**src/rtl/md_issue.sv**
```systemverilog
// Issue stage for a multiply/divide unit: stalls decode while the unit is busy or an op is in flight.
// Optional divide-by-zero trap enabled by defining MD_ISSUE_DIV0_TRAP_EN.
module md_issue #(
  parameter int unsigned CNT_W = 16
) (
  input  logic             clk,
  input  logic             reset,
  input  logic             op_valid,
  input  logic [3:0]       op_class,
  input  logic [31:0]      rs_val,
  input  logic [31:0]      rt_val,
  input  logic             flush,
  input  logic             md_busy,
  output logic [3:0]       alu_class,
  output logic [31:0]      D1,
  output logic [31:0]      D2,
  output logic             stall,
  output logic             div0,
  output logic [CNT_W-1:0] stall_cnt
);

  typedef enum logic [1:0] {StIdle, StIssue, StWait} state_e;

  state_e state_q;

  logic is_md;
  logic is_hl;
  logic accept;
  logic trap;
  logic issue;

  always_comb begin
    is_md  = (op_class >= 4'd1) && (op_class <= 4'd4);
    is_hl  = (op_class >= 4'd5) && (op_class <= 4'd8);
    stall  = op_valid && !flush && (is_md || is_hl) && ((state_q != StIdle) || md_busy);
    accept = op_valid && !flush && !stall && (is_md || is_hl);
`ifdef MD_ISSUE_DIV0_TRAP_EN
    trap   = accept && ((op_class == 4'd3) || (op_class == 4'd4)) && (rt_val == 32'd0);
`else
    trap   = 1'b0;
`endif
    issue  = accept && !trap;
  end

  always_ff @(posedge clk or negedge reset) begin
    if (!reset) begin
      state_q   <= StIdle;
      alu_class <= 4'd0;
      D1        <= 32'd0;
      D2        <= 32'd0;
      div0      <= 1'b0;
      stall_cnt <= '0;
    end else begin
      // alu_class is a one-cycle start strobe; it clears unless a new op is issued
      alu_class <= issue ? op_class : 4'd0;
      div0      <= trap;
      if (issue) begin
        D1 <= rs_val;
        D2 <= rt_val;
      end
      if (stall && (stall_cnt != {CNT_W{1'b1}})) begin
        stall_cnt <= stall_cnt + CNT_W'(1);
      end
      unique case (state_q)
        StIdle: begin
          if (issue && is_md) begin
            state_q <= StIssue;
          end
        end
        // md_busy is not yet valid for the op just issued
        StIssue: state_q <= StWait;
        StWait: begin
          if (!md_busy) begin
            state_q <= StIdle;
          end
        end
        default: state_q <= StIdle;
      endcase
    end
  end

endmodule

```
**config.mk**
```make
export PLATFORM = sky130hd
export DESIGN_NAME = md_issue
export DESIGN_NICKNAME = d
export VERILOG_FILES = /design/src/rtl/md_issue.sv
export SDC_FILE = /design/constraint.sdc
export NUM_CORES = 1
export LEC_CHECK = 0
export ABC_AREA = 1
export CAP_MARGIN = 10
export CORE_MARGIN = 2
export CORE_UTILIZATION = 47
export DETAILED_ROUTE_END_ITERATION = 16
export PLACE_DENSITY = 0.95
export REMOVE_ABC_BUFFERS = 1
export SYNTH_ARGS = -nofsm -noshare
export SYNTH_HDL_FRONTEND = slang
export SYNTH_SLANG_ARGS = --single-unit
```
**constraint.sdc**
```tcl
create_clock -name clk -period 3 [get_ports clk]
set_input_delay 0.45 -clock clk [delete_from_list [all_inputs] [get_ports clk]]
set_output_delay 0.45 -clock clk [all_outputs]
set_load 0.02 [all_outputs]
```
# After elaboration in Yosys (flattened, before gate mapping)
# Cells that the tools add are included.
# totals
regBits	86
wordCells	35
# op_classes
add_sub_neg	1
n_lt_le_gt_ge	4
eq_ne	5
mux	4
reduce_logical	16
# ops
operator	n
$add 16x1->16 const B	1
$ne 16x16->1 const B	1
$logic_and 1x1->1	9
$pmux 2 s3	1
$ge 4x1->1 const B	1
$ge 4x3->1 const B	1
$le 4x3->1 const B	1
$le 4x4->1 const B	1
$mux 2	2
$mux 4	1
$ne 2x2->1 const B	2
$eq 2x1->1 const B	1
$eq 2x2->1 const B	1
$logic_not 1->1	2
$logic_not 2->1	1
$logic_or 1x1->1	2
$reduce_and 2->1	1
$reduce_bool 2->1	1

# Depth between registers and ports, before layout
# depth
ltp_word	11
mapped_depth	10
mapped_depth_nobuf	9

# Least setup slack after synthesis
# Ideal clock, no wire load.
# synth_path
kind	register -> register
startpoint	register stall_cnt[0]
endpoint	register stall_cnt[3]
setup_ns	0.117
arrival_time_ns	1.500
required_ns	2.883
path_slack_ns	1.383
path_stages_with_launch	10
path_cell_list	dfrtp_1 -> ha_1 -> inv_1 -> nor2_4 -> nand2_2 -> nor2_2 -> nor2_4 -> buf_6 -> nand2_1 -> nand2_1
# synth_via
elab_chain_cells	2
word_cells_on_any_way	3
cone_classes	1 x add/sub; 1 x eq/ne; 1 x reduce/logical
# synth_lines
item	line	text
start: declaration	19	output logic [CNT_W-1:0] stall_cnt
start signal: assignment	62	stall_cnt <= stall_cnt + CNT_W'(1);
parallel branches: the longest is 2 deep, another holds $add 16x1->16	n/a	
# Parallel ways; which one is timed is not known.
# A chain may end at the register's enable or synchronous reset.

# Worst setup path after layout
# layout_path
startpoint	input op_class[0]
endpoint	output stall
# layout_via
elab_chain_cells	5
word_cells_on_any_way	9
cone_classes	4 x order compare; 5 x reduce/logical
# layout_lines
item	line	text
start: declaration	9	input logic [3:0] op_class,
$ge 4x1->1, or another cell as far along	33	is_md = (op_class >= 4'd1) && (op_class <= 4'd4);
$logic_and 1x1->1 (on tied branches)	33, 34	
$logic_or 1x1->1 *	35	stall = op_valid && !flush && (is_md || is_hl) && ((state_q != StIdle) || md_busy);
$logic_and 1x1->1 * (2 in a row)	35	
end: declaration	17	output logic stall,
# Mark *: on every way between the ends. The rest lies on a longest branch, timed or not.

==> summary.md <==
| Metric | Value |
|---|---|
| Outcome | completed |
| CP Launch Type | input port |
| Die W | 95.02 um |
| Fin. Hold Viols | 0 |
| Routed vias | 3385 |
| Clock sink count | 86 |
| CP Class | input port to output port |
| Syn Inst Count | 464 |
| Vias/cell | 4.656 |
| Root buffer cell | clkbuf_8 |
| CTS resizes | 0 |
| Worst-path clk slew | 90 ps |
| Antenna Cells | 0 |
| CTS H-Tree Depth | 3 |
| P_int | 0.002250 W |
| Synth top area cells | dfrtp_1 (55%), nand2_1 (15%), inv_1 (8.2%) |
| Pins Over Slew Limit | 0 |
| Switch share | 32.95% |
| Post-CTS Setup Inserts | 0 |
| Largest net degree at the start of global routing | 87 |
| WL final | 9.250 mm |
| Worst-case clock buffer depth | 2 |
| Worst-Skew Late Latency | 340 ps |
| RSZ-0062 raised after global routing | false |
| Util after Layout | 69.67% |
| Top cell type's share of synthesized area | 55.27% |
| Detailed placer's ending HPWL | 6.846 mm |
| Sequential Area | 2152 um2 |
| Post-DRT Antenna Nets | 0 |
| Dpl cells | 711 |
| #FFs+latches synth | 86 |
| CP endpoint kind | output port |
| Setup violation total in the final timing report | 0 |
| Clock share of power | 22.0% |
| Commonest non-fill, non-tap cell in the layout | clkdlybuf4s50_1 |
| Leakage power | 2.790 nW |
| Nets | 691 |
| Actual transition at the worst max-transition pin | 1076 ps |
| Non-Filler Instances | 727 |
| Setup slack after placement | 439.2 ps |
| Synth warn | 0 |
| Critical Path Fanout Max | 4 |
| Hold/Removal Path Class | input port to async pin |
| CTS buffer count | 9 |
| Cell taking the most area after synthesis | dfrtp_1 |
| Clock period minus worst slack | 2570 ps |
| Sequential cell area fraction in the yosys report | 55.27% |
| Core Area | 8134 um2 |
| Gr ovfl total | 0 |
| Global-route wire length before repair | 15.27 mm |
| Critical path arrival | 2120 ps |
| Multi-input gate area | 1271 um2 |
| IO Count | 159 |
| Most frequent cells in the layout | clkdlybuf4s50_1 (156), nand2_1 (151), dfrtp_1 (86), inv_1 (85), o21ai_1 (56) |
| Routed length per instance | 12.72 um |
| Hold buffers post-CTS | 0 |
| Combinational Power Share | 33.2% |
| Clock Skew | 12.28 ps |
| Sequential share of power | 44.9% |
| Post-synth EDFFs | 0 |
| Placement Rows | 33 |
| # fillers | 628 |
| Worst VDD drop | 0.3128 mV |
| Residual DRC count | 0 |
| Slack of the critical path | 430.1 ps |
| PwrDens | 592.1 nW/um2 |
| Critical path required time | 2550 ps |
| Syn Area/Cell | 8.392 um2 |
| Routability Congestion | 0.8253 |
| Die ar. | 9029 um2 |
| Final period util | 85.66% |
| Fmax | 389.1 MHz |
| TritonCTS clock tree | built |
| Netlist Area Pre-Place | 3894 um2 |
| IO Port Bufs | 157 |
| Post-synth top flop | dfrtp_1 |
| Area growth from synthesis to layout | 45.53% |
| Net Switching | 0.001106 W |
| Overall Global Routing Usage | 21.56% |
| Asr flop ratio synth | 100.0% |
| Share of cells above drive strength 1 | 5.466% |
| Relative slew slack | 28.25% |
| Distinct cells, synth | 26 |
| Starting DRT DRC Count | 107 |
| Initial antenna violation count | 0 |
| Setup TNS | 0 ps |
| Initial Utilization | 47.87% |
| DIE HEIGHT | 95.02 um |
| Max cap viols | 0 |
| Vias in the first global route | 3362 |
| Drt pass-1 iters | 5 |
[layout make-up]
type	count	area share (%)
flip-flops and latches	86	37.98
repair buffers	159	28.39
inverters	87	5.763
multi-input cells	274	22.43
clock buffers	12	2.561
clock inverters	4	0.5520
well taps	105	2.318
[flip-flops by register name (all words and copies together), names as in the netlist]
register   count
state_q        2
D1            32
stall_cnt     16
D2            32
alu_class      4
[synth_stat cells (all sizes together) (3+ instances only)]
library cell,number
o21ai,71
nor2,27
dfrtp,86
nand3,7
nand2,153
clkbuf,6
xor2,3
inv,86
xnor2,4
buf,11
nand4,5
[metrics by stage]
step	area [um2]	power [W]	hold WS (ps)
2_1_floorplan	3750	0.002014	154.4
3_3_place_gp	5490	0.002614	465.6
3_5_place_dp	5490	0.002649	474.7
4_1_cts	5667	0.003394	330.2
5_1_grt	5667	0.003555	375.7
6_report	5667	0.003355	283.3
[kinds of logic (layout without fill, tap and decap cells)]
group / Yosys count / count (layout) / share of synthesized area [%]
AOI/OAI and AO/OA: 72 / 72 / 9.736
xor gates and xnor gates: 7 / 7 / 1.575
adders and majority gates: 1 / 1 / 0.3213
buffers and inverters: 104 / 262 / 12.08
DFF: 86 / 86 / 55.27
other: 1 / 1 / 0.09631
and+or+nand+nor: 193 / 193 / 20.92
[path summary, 6_finish.rpt]
check | startpoint | end | slack (ps) | depth (start not counted)
worst max-delay path | op_class[0] | stall | 430 | 7
worst min-delay path | reset | D1[9] | 280 | 1
worst max register to register | state_q[1] | D1[26] | 1220 | 4
worst min register to register | D1[16] | D1[16] | 490 | 2
max in group asynchronous | reset | stall_cnt[8] | 2000 | 1
min in group clk | D1[16] | D1[16] | 490 | 2
[critical path, stage by stage]
cell and delay (ps):
clkdlybuf4s50_1 460, nor2_4 160, nand2_1 100, nand2_2 110
nand3_1 140, inv_1 100, clkdlybuf4s50_1 600
[power groups by stage]
stage | registers [W] | clock network [W] | logic [W]
floorplan | 0.00177 | 0 | 0.000240
global placement | 0.00151 | 0 | 0.00110
detailed placement | 0.00152 | 0 | 0.00113
CTS | 0.00151 | 0.000758 | 0.00113
global route | 0.00153 | 0.000811 | 0.00121
finish | 0.00151 | 0.000737 | 0.00111
[routing by layer]
metal | global-route usage (%) | wire [um] | up-vias | share of wire (%)
met5 | 0 | 0 | - | 0
met4 | 6.159 | 95 | 0 | 1.0
met3 | 5.850 | 623 | 9 | 6.7
met2 | 38.30 | 4812 | 110 | 52
met1 | 25.65 | 3718 | 1562 | 40
li1 | - | - | 1704 | -
No activity file was read; power rests on OpenSTA's default activity.
